## config.mk

```make
export PLATFORM = sky130hd
export DESIGN_NAME = hdb3_tx_sched
export DESIGN_NICKNAME = d
export VERILOG_FILES = /design/src/rtl/hdb3_pkg.sv /design/src/rtl/hdb3_delay_line.sv /design/src/rtl/hdb3_tx_sched.sv
export SDC_FILE = /design/constraint.sdc
export NUM_CORES = 1
export LEC_CHECK = 0
export CAP_MARGIN = 20
export CORE_MARGIN = 2
export CORE_UTILIZATION = 52
export DETAILED_ROUTE_END_ITERATION = 10
export PLACE_DENSITY = 0.88
export REMOVE_ABC_BUFFERS = 1
export SLEW_MARGIN = 30
export SYNTH_ARGS = -nofsm -noshare
export SYNTH_HDL_FRONTEND = slang
export SYNTH_SLANG_ARGS = --single-unit
```

## constraint.sdc

```tcl
create_clock -name i_clk -period 2 [get_ports i_clk]
set_input_delay 0.2 -clock i_clk [delete_from_list [all_inputs] [get_ports i_clk]]
set_output_delay 0.2 -clock i_clk [all_outputs]
set_load 0.05 [all_outputs]
```

## src/rtl/hdb3_pkg.sv

```systemverilog
// hdb3_pkg: shared definitions for the HDB3 transmit scheduler.
//   state_t        - scheduler FSM states (IDLE, SYNC, DATA)
//   BYTE_W         - width of a payload byte
//   *_DEF          - default framing constants used as parameter defaults
package hdb3_pkg;

  localparam int BYTE_W = 8;

  typedef enum logic [1:0] {
    IDLE = 2'd0,
    SYNC = 2'd1,
    DATA = 2'd2
  } state_t;

  localparam logic [BYTE_W-1:0] SYNC_WORD_DEF = 8'h1B;
  localparam logic [BYTE_W-1:0] FILL_BYTE_DEF = 8'h00;
  localparam int                ENC_LAT_DEF   = 6;

endpackage

```

## src/rtl/hdb3_delay_line.sv

```systemverilog
// hdb3_delay_line: 1-bit delay of DEPTH clock cycles.
// Ports:
//   clk   - clock
//   rst_n - asynchronous active-low reset, clears every stage
//   d     - input bit
//   q     - d delayed by DEPTH cycles
module hdb3_delay_line #(
  parameter int DEPTH = 6
) (
  input  logic clk,
  input  logic rst_n,
  input  logic d,
  output logic q
);

  logic [DEPTH-1:0] dly_p;

  // one stage per cycle of delay; dly_p[DEPTH-1] is the oldest sample
  generate
    if (DEPTH == 1) begin : g_one
      always_ff @(posedge clk or negedge rst_n) begin
        if (!rst_n) dly_p <= '0;
        else        dly_p <= d;
      end
    end else begin : g_multi
      always_ff @(posedge clk or negedge rst_n) begin
        if (!rst_n) dly_p <= '0;
        else        dly_p <= {dly_p[DEPTH-2:0], d};
      end
    end
  endgenerate

  assign q = dly_p[DEPTH-1];

endmodule

```

## src/rtl/hdb3_tx_sched.sv

```systemverilog
// hdb3_tx_sched: frames payload bytes as SYNC_WORD + FRAME_LEN bytes and
// serializes them MSB-first, one bit per clock, for the HDB3 encoder.
// Ports:
//   i_clk, i_rst_n  - clock, asynchronous active-low reset
//   i_en            - run enable, sampled in IDLE and at frame end
//   i_byte          - payload byte
//   i_byte_valid    - i_byte is valid
//   o_byte_ready    - byte is taken this cycle if valid (combinational)
//   o_data          - serial line bit to the encoder
//   o_sof           - marks the cycle carrying SYNC_WORD bit 7
//   o_sof_enc       - o_sof realigned to the encoder output (ENC_LAT later)
//   o_underrun      - pulse on the first bit of each substituted FILL_BYTE
//   o_frame_cnt     - frames started, wrapping
module hdb3_tx_sched
  import hdb3_pkg::*;
#(
  parameter int                FRAME_LEN = 32,
  parameter logic [BYTE_W-1:0] SYNC_WORD = SYNC_WORD_DEF,
  parameter logic [BYTE_W-1:0] FILL_BYTE = FILL_BYTE_DEF,
  parameter logic              IDLE_BIT  = 1'b0,
  parameter int                ENC_LAT   = ENC_LAT_DEF
) (
  input  logic              i_clk,
  input  logic              i_rst_n,
  input  logic              i_en,
  input  logic [BYTE_W-1:0] i_byte,
  input  logic              i_byte_valid,
  output logic              o_byte_ready,
  output logic              o_data,
  output logic              o_sof,
  output logic              o_sof_enc,
  output logic              o_underrun,
  output logic [15:0]       o_frame_cnt
);

  localparam logic [7:0] LAST_BYTE = 8'(FRAME_LEN - 1);

  state_t            state;
  logic [2:0]        bit_cnt;
  logic [7:0]        byte_cnt;
  logic [BYTE_W-1:0] shreg;     // bits still to send of the current byte

  logic              last_bit;
  logic              frame_end;
  logic [BYTE_W-1:0] load_byte;

  assign last_bit  = (bit_cnt == 3'd7);
  assign frame_end = (state == DATA) && last_bit && (byte_cnt == LAST_BYTE);
  assign load_byte = i_byte_valid ? i_byte : FILL_BYTE;

  // no load on the final bit of a frame: the next byte is the sync word
  assign o_byte_ready = last_bit &&
                        ((state == SYNC) || ((state == DATA) && (byte_cnt != LAST_BYTE)));

  // stage p0: state, counters and registered line outputs.
  // o_data always holds the bit on the line now; shreg holds the rest.
  always_ff @(posedge i_clk or negedge i_rst_n) begin
    if (!i_rst_n) begin
      state       <= IDLE;
      bit_cnt     <= '0;
      byte_cnt    <= '0;
      shreg       <= '0;
      o_data      <= IDLE_BIT;
      o_sof       <= 1'b0;
      o_underrun  <= 1'b0;
      o_frame_cnt <= '0;
    end else begin
      o_sof      <= 1'b0;
      o_underrun <= 1'b0;
      if ((state == IDLE) || frame_end) begin
        bit_cnt  <= '0;
        byte_cnt <= '0;
        if (i_en) begin
          state       <= SYNC;
          o_data      <= SYNC_WORD[7];
          shreg       <= {SYNC_WORD[6:0], 1'b0};
          o_sof       <= 1'b1;
          o_frame_cnt <= o_frame_cnt + 16'd1;
        end else begin
          state  <= IDLE;
          o_data <= IDLE_BIT;
          shreg  <= '0;
        end
      end else if (o_byte_ready) begin
        state      <= DATA;
        bit_cnt    <= '0;
        byte_cnt   <= (state == SYNC) ? 8'd0 : byte_cnt + 8'd1;
        o_data     <= load_byte[7];
        shreg      <= {load_byte[6:0], 1'b0};
        o_underrun <= !i_byte_valid;
      end else begin
        bit_cnt <= bit_cnt + 3'd1;
        o_data  <= shreg[7];
        shreg   <= {shreg[6:0], 1'b0};
      end
    end
  end

  // stage p1..pN: start-of-frame realigned to the encoder output
  hdb3_delay_line #(
    .DEPTH(ENC_LAT)
  ) u_sof_dly (
    .clk   (i_clk),
    .rst_n (i_rst_n),
    .d     (o_sof),
    .q     (o_sof_enc)
  );

endmodule

```

Word level (Yosys, flattened, before mapping)
Index checks and enable logic that the tools add are counted.
{"block": "totals", "regBits": 46, "output_inout_bits": 21, "wordCells": 45}
{"block": "classes", "add_sub_neg": 3, "eq_ne": 5, "n_mux": 18, "n_reduce_logical": 10}
{"operator": "two-way mux 8 bit", "n": 6}
{"operator": "adder 16 x 1 -> 16 bit (second input constant)", "n": 1}
{"operator": "adder 8 x 1 -> 8 bit (second input constant)", "n": 1}
{"operator": "== test 8 x 5 -> 1 bit (second input constant)", "n": 1}
{"operator": "inequality test 8 x 5 -> 1 bit (second input constant)", "n": 1}
{"operator": "two-way mux 1 bit", "n": 7}
{"operator": "two-way mux 3 bit", "n": 2}
{"operator": "two-way mux 6 bit", "n": 1}
{"operator": "logical AND 1 bit", "n": 4}
{"operator": "two-way mux 2 bit", "n": 2}
{"operator": "adder 3 x 1 -> 3 bit (second input constant)", "n": 1}
{"operator": "== test 3 bit (second input constant)", "n": 1}
{"operator": "== test 2 x 1 -> 1 bit (second input constant)", "n": 1}
{"operator": "== test 2 bit (second input constant)", "n": 1}
{"operator": "logical NOT 2 bit", "n": 1}
{"operator": "logical OR 1 bit", "n": 2}
{"operator": "AND reduction 2 bit", "n": 1}
{"operator": "nonzero test 2 bit", "n": 1}
{"operator": "logical NOT 1 bit", "n": 1}

Longest topological paths before layout
{"block": "depth", "depth_word": 6, "ltp_mapped": 7, "ltp_nobuf": 6}

Hierarchy
Synthesis repeated with hierarchy kept, for this count alone.
{"block": "hier_totals", "hier_cells": 166, "area_unflattened_um2": 2018.2}
{"mod": "hdb3_tx_sched", "n_inst": 1, "cells_per_inst": 160, "area_each_um2": 1868.0, "seq_area_each_um2": 975.9}
{"mod": "hdb3_delay_line", "n_inst": 1, "cells_per_inst": 6, "area_each_um2": 150.1, "seq_area_each_um2": 150.1}

Worst setup path after synthesis
OpenSTA, ideal clock, no wires.
{"block": "synth_path", "path_type": "register -> register", "start": "reg byte_cnt[0]", "end": "reg o_underrun", "setup_ns": 0.070, "arrival_ns": 2.248, "t_required_ns": 1.930, "path_slack_ns": -0.318, "path_stages_with_launch": 7, "path_buffers": 1, "cell_sequence": "dfrtp_1 > ha_1 > and4_4 > buf_6 > a211o_1 > a21oi_1 > and2_1"}
{"block": "synth_between", "elab_chain_len": 6, "elab_cells_between_ends": 9}
{"item": "start, declared", "line_no": "hdb3_tx_sched.sv:40", "rtl": "logic [7:0] byte_cnt;"}
{"item": "start signal, assigned", "line_no": "hdb3_tx_sched.sv:87", "rtl": "byte_cnt <= (state == SYNC) ? 8'd0 : byte_cnt + 8'd1;"}
{"item": "inequality test 8 x 5 -> 1 bit", "line_no": "hdb3_tx_sched.sv:53", "rtl": "((state == SYNC) || ((state == DATA) && (byte_cnt != LAST_BYTE)));"}
{"item": "logical AND 1 bit", "line_no": "hdb3_tx_sched.sv:53"}
{"item": "logical OR 1 bit", "line_no": "hdb3_tx_sched.sv:53"}
{"item": "logical AND 1 bit", "line_no": "hdb3_tx_sched.sv:52", "rtl": "assign o_byte_ready = last_bit &&"}
{"item": "net o_byte_ready", "line_no": "hdb3_tx_sched.sv:28", "rtl": "output logic o_byte_ready,"}
{"item": "two-way mux 1 bit", "line_no": "hdb3_tx_sched.sv:84", "rtl": "end else if (o_byte_ready) begin"}
{"item": "two-way mux 1 bit", "line_no": "hdb3_tx_sched.sv:70", "rtl": "if ((state == IDLE) || frame_end) begin"}
{"item": "end signal, assigned", "line_no": "hdb3_tx_sched.sv:90", "rtl": "o_underrun <= !i_byte_valid;"}
{"item": "end, declared", "line_no": "hdb3_tx_sched.sv:32", "rtl": "output logic o_underrun,"}
The timed path passes the listed nets, and every way through them passes these cells.
A chain may end at the register's enable or synchronous reset.

Worst setup path in the final report
{"block": "layout_path", "start": "reg byte_cnt[1]", "end": "out o_byte_ready"}
{"block": "layout_between", "elab_chain_len": 4}
{"item": "inequality test 8 x 5 -> 1 bit", "line_no": "hdb3_tx_sched.sv:53"}
{"item": "logical AND 1 bit", "line_no": "hdb3_tx_sched.sv:53"}
{"item": "logical OR 1 bit", "line_no": "hdb3_tx_sched.sv:53"}
{"item": "logical AND 1 bit", "line_no": "hdb3_tx_sched.sv:52"}
{"item": "end, declared", "line_no": "hdb3_tx_sched.sv:28"}
No other way between the ends.

==> metrics.md <==
| Metric | Value |
|---|---|
| Via-to-Cell Ratio | `5.612` |
| Crit-path cells | `ha_2, and4_4, a211o_1, a21oi_4, buf_12` |
| Max_cap viols | `0` |
| Clock Path Buffers | `2` |
| Final setup fails | `0` |
| GR Util All Layers | `18.89%` |
| Synth-to-Final Area Change | `29.54%` |
| Sequential share of the synthesized area | `57.29%` |
| Seq cells post-synth | `45` |
| Post-synth EDFFs | `0` |
| CTS tree | `yes` |
| Antenna cell count | `0` |
| Synth Instances | `164` |
| Initial Util | `53.69%` |
| Routed len/inst | `14.20 um` |
| Final worst slack | `0.04782 ns` |
| Chip Height | `65.48 um` |
| Largest stage delay on the critical path | `0.39 ns` |
| Post-layout util | `69.55%` |
| Layout cell share with drive strength beyond 1 | `16.98%` |
| Hpwl dp | `2516 um` |
| Worst r2r path cells | `7` |
| Post-Synth XOR/XNOR Area | `7.575%` |
| Worst-path clk slew | `0.08 ns` |
| Post-route clock skew | `0.007157 ns` |
| Syn. warnings | `0` |
| Worst Path Class, Setup | `flip-flop to output port` |
| Largest net degree at the start of global routing | `37` |
| Routed vias | `1459` |
| Complex-gate fraction of the synthesized area | `12.41%` |
| TNS Setup | `0 ns` |
| Met2 Use GR | `32.14%` |
| VDD IR max | `456.0 uV` |
| Hold path cells | `0` |
| CTS Buf Count | `5` |
| GR Overflow Total | `0` |
| CTS sink count | `45` |
| Dominant synthesized flop cell | `dfrtp_1` |
| Critical Path End Type | `output port` |
| Slew margin rel. | `49.95%` |
| Vias in the first global route | `1439` |
| Critical Path RT | `1.80 ns` |
| TritonRoute pass-1 iters | `4` |
| Hold Violations, Final | `0` |
| GRT met1 Usage | `22.77%` |
| # port buffers | `32` |
| Crit path max-delay cell type | `dfrtp_1` |
| DR DRC count | `0` |
| Clk_lat worst skew | `0.30 ns` |
| Main combinational cell family by area after synthesis | `simple AND/OR/NAND/NOR gates` |
| Max-slew violation count | `0` |
| Adder-cell area share of the yosys netlist | `2.546%` |
| Initial antenna violation count | `0` |
| Top Usage Layer GRT | `met2` |
| RD Place Congestion | `0.8711` |
| Syn Std Cell Area | `1966 um^2` |
| Distinct cells, synth | `42` |
| Worst-Margin Slew | `0.7507 ns` |
| Core Area | `3661 um^2` |
| Crit path arrival time | `1.75 ns` |
| Crit path launch type | `flip-flop` |
| Worst hold path type | `flip-flop to flip-flop` |
| Fin nets | `227` |
| Synth Area per Inst | `11.99 um^2` |
| Total leakage power | `1.133 nW` |
| Status | `complete, no violations` |
| Clk root buf | `clkbuf_8` |
| Fmax | `512.2 MHz` |
| Placed Instances | `245` |
| Post-synthesis mux area share | `0.5729%` |
| Pwr/cell area | `660.5 nW/um^2` |
| Final cell count without fillers | `260` |
| Die X-Extent | `65.48 um` |
| Final min period | `1.952 ns` |
| Htree depth | `2` |
| Initial drt markers | `41` |
| Period utilization | `97.61%` |
| First-pass GRT wire length | `6120 um` |
| Simple-gate share of the synthesized area | `16.74%` |
| Die Area | `4288 um^2` |
| Number of cell rows | `22` |
| Async set-or-reset flop fraction in the synthesized netlist | `100.0%` |
| Post-place setup slack | `0.1170 ns` |
| Largest fanout on the critical path | `2` |
| Final ANT Viol Nets | `0` |
| Global routing usage on met3 | `4.795%` |
| Post-Route WL | `3691 um` |
| I/O pin count | `33` |
power breakdown:
group	switching, W	internal, W
logic	0.0000487	0.0000387
registers	0.00000781	0.000920
clock network	0.000292	0.000375
placed cells by master, fill, tap and decap left out, drive strengths merged, types with 5 or more instances in the layout:
| cell | count |
|---|---|
| a21oi | 5 |
| a22o | 5 |
| buf | 14 |
| clkbuf | 6 |
| clkdlybuf4s50 | 30 |
| dfrtp | 45 |
| inv | 7 |
| nand2 | 11 |
| nand3 | 9 |
| nand4 | 6 |
| nor3 | 5 |
| o21ai | 12 |
| xnor2 | 9 |
| xor2 | 8 |
Yosys cell counts (2+ instances only):
cell type	number	area share (%)
and3_1	2	0.64
nor2b_1	3	0.95
a22o_1	5	2.2
o21ai_0	11	2.8
xor2_1	8	3.6
and2_1	2	0.64
buf_2	2	0.51
nand2_1	11	2.1
nand3_1	9	2.3
and4_1	2	0.89
a21oi_1	5	1.3
ha_1	4	2.5
inv_1	7	1.3
nor3_2	2	1.0
or3_1	2	0.64
a221o_1	3	1.5
xnor2_1	9	4.0
nand4_1	6	1.9
nor2_1	3	0.57
dfrtp_1	45	57
nor3_1	2	0.51
kinds of logic after synthesis:
kind of cell,Yosys count
AND/OR/NAND/NOR,53
multiplexers,1
flip-flops,45
buffers and inverters,12
AO/OA/AOI/OAI,32
adder cells (fa/ha/maj),4
XOR/XNOR,17
metal layers:
layer  routed length [um]  part of all wire (%)  up-vias
met4                   65                   1.8        0
met1                 1505                    41      716
met2                 1908                    52       59
met3                  211                   5.7        7
met5                    0                     0        -
li1                     -                     -      677
repair_timing:
item	CTS	global route
hold buffers	1	0
gates cloned	0	0
setup endpoints to repair	1	5
gates resized for setup	2	2
endpoints found under the hold margin	34	0
pin swaps	3	2
setup buffers	5	1
worst max-delay path, delay by kind of cell (launching register included):
kind                       cells  cell delay [ns]
AOI/OAI and AO/OA              2             0.54
adders and majority gates      1             0.20
buffers and inverters          1             0.16
DFF                            1             0.39
and+or+nand+nor                1             0.18
registers in the layout, indices dropped and copies added (netlist names):
register,count
o_frame_cnt,16
byte_cnt,8
shreg,7
u_sof_dly.dly_p,6
bit_cnt,3
state,2
o_data,1
o_sof,1
o_underrun,1
area by class of cell:
class | instances | area (um^2)
Inverter | 7 | 26.28
Sequential cell | 45 | 1126
Clock inverter | 2 | 38.79
Timing Repair Buffer | 45 | 425.4
Fill cell | 255 | 1115
Clock buffer | 6 | 72.57
Tap cell | 48 | 60.06
Multi-Input combinational cell | 107 | 797.0
stage by stage:
step                hold slack, ns  total power (W)  area, um^2
floorplan                 -0.09559        0.0009759        1936
global placement            0.3043         0.001030        2366
detailed placement          0.3095         0.001032        2366
CTS                         0.3546         0.001701        2531
global route                0.3584         0.001743        2546
finish                      0.3499         0.001682        2546
worst paths after layout:
kind	from	endpoint	slack, ns
worst max-delay path	byte_cnt[1]	o_byte_ready	0.05
worst min-delay path	u_sof_dly.dly_p[2]	u_sof_dly.dly_p[3]	0.35
worst max register to register	byte_cnt[1]	shreg[4]	0.09
worst min register to register	u_sof_dly.dly_p[2]	u_sof_dly.dly_p[3]	0.35
max in group asynchronous	i_rst_n	o_frame_cnt[11]	0.89
min in group asynchronous	i_rst_n	o_sof	0.52
(Power assumes the default switching activity.)
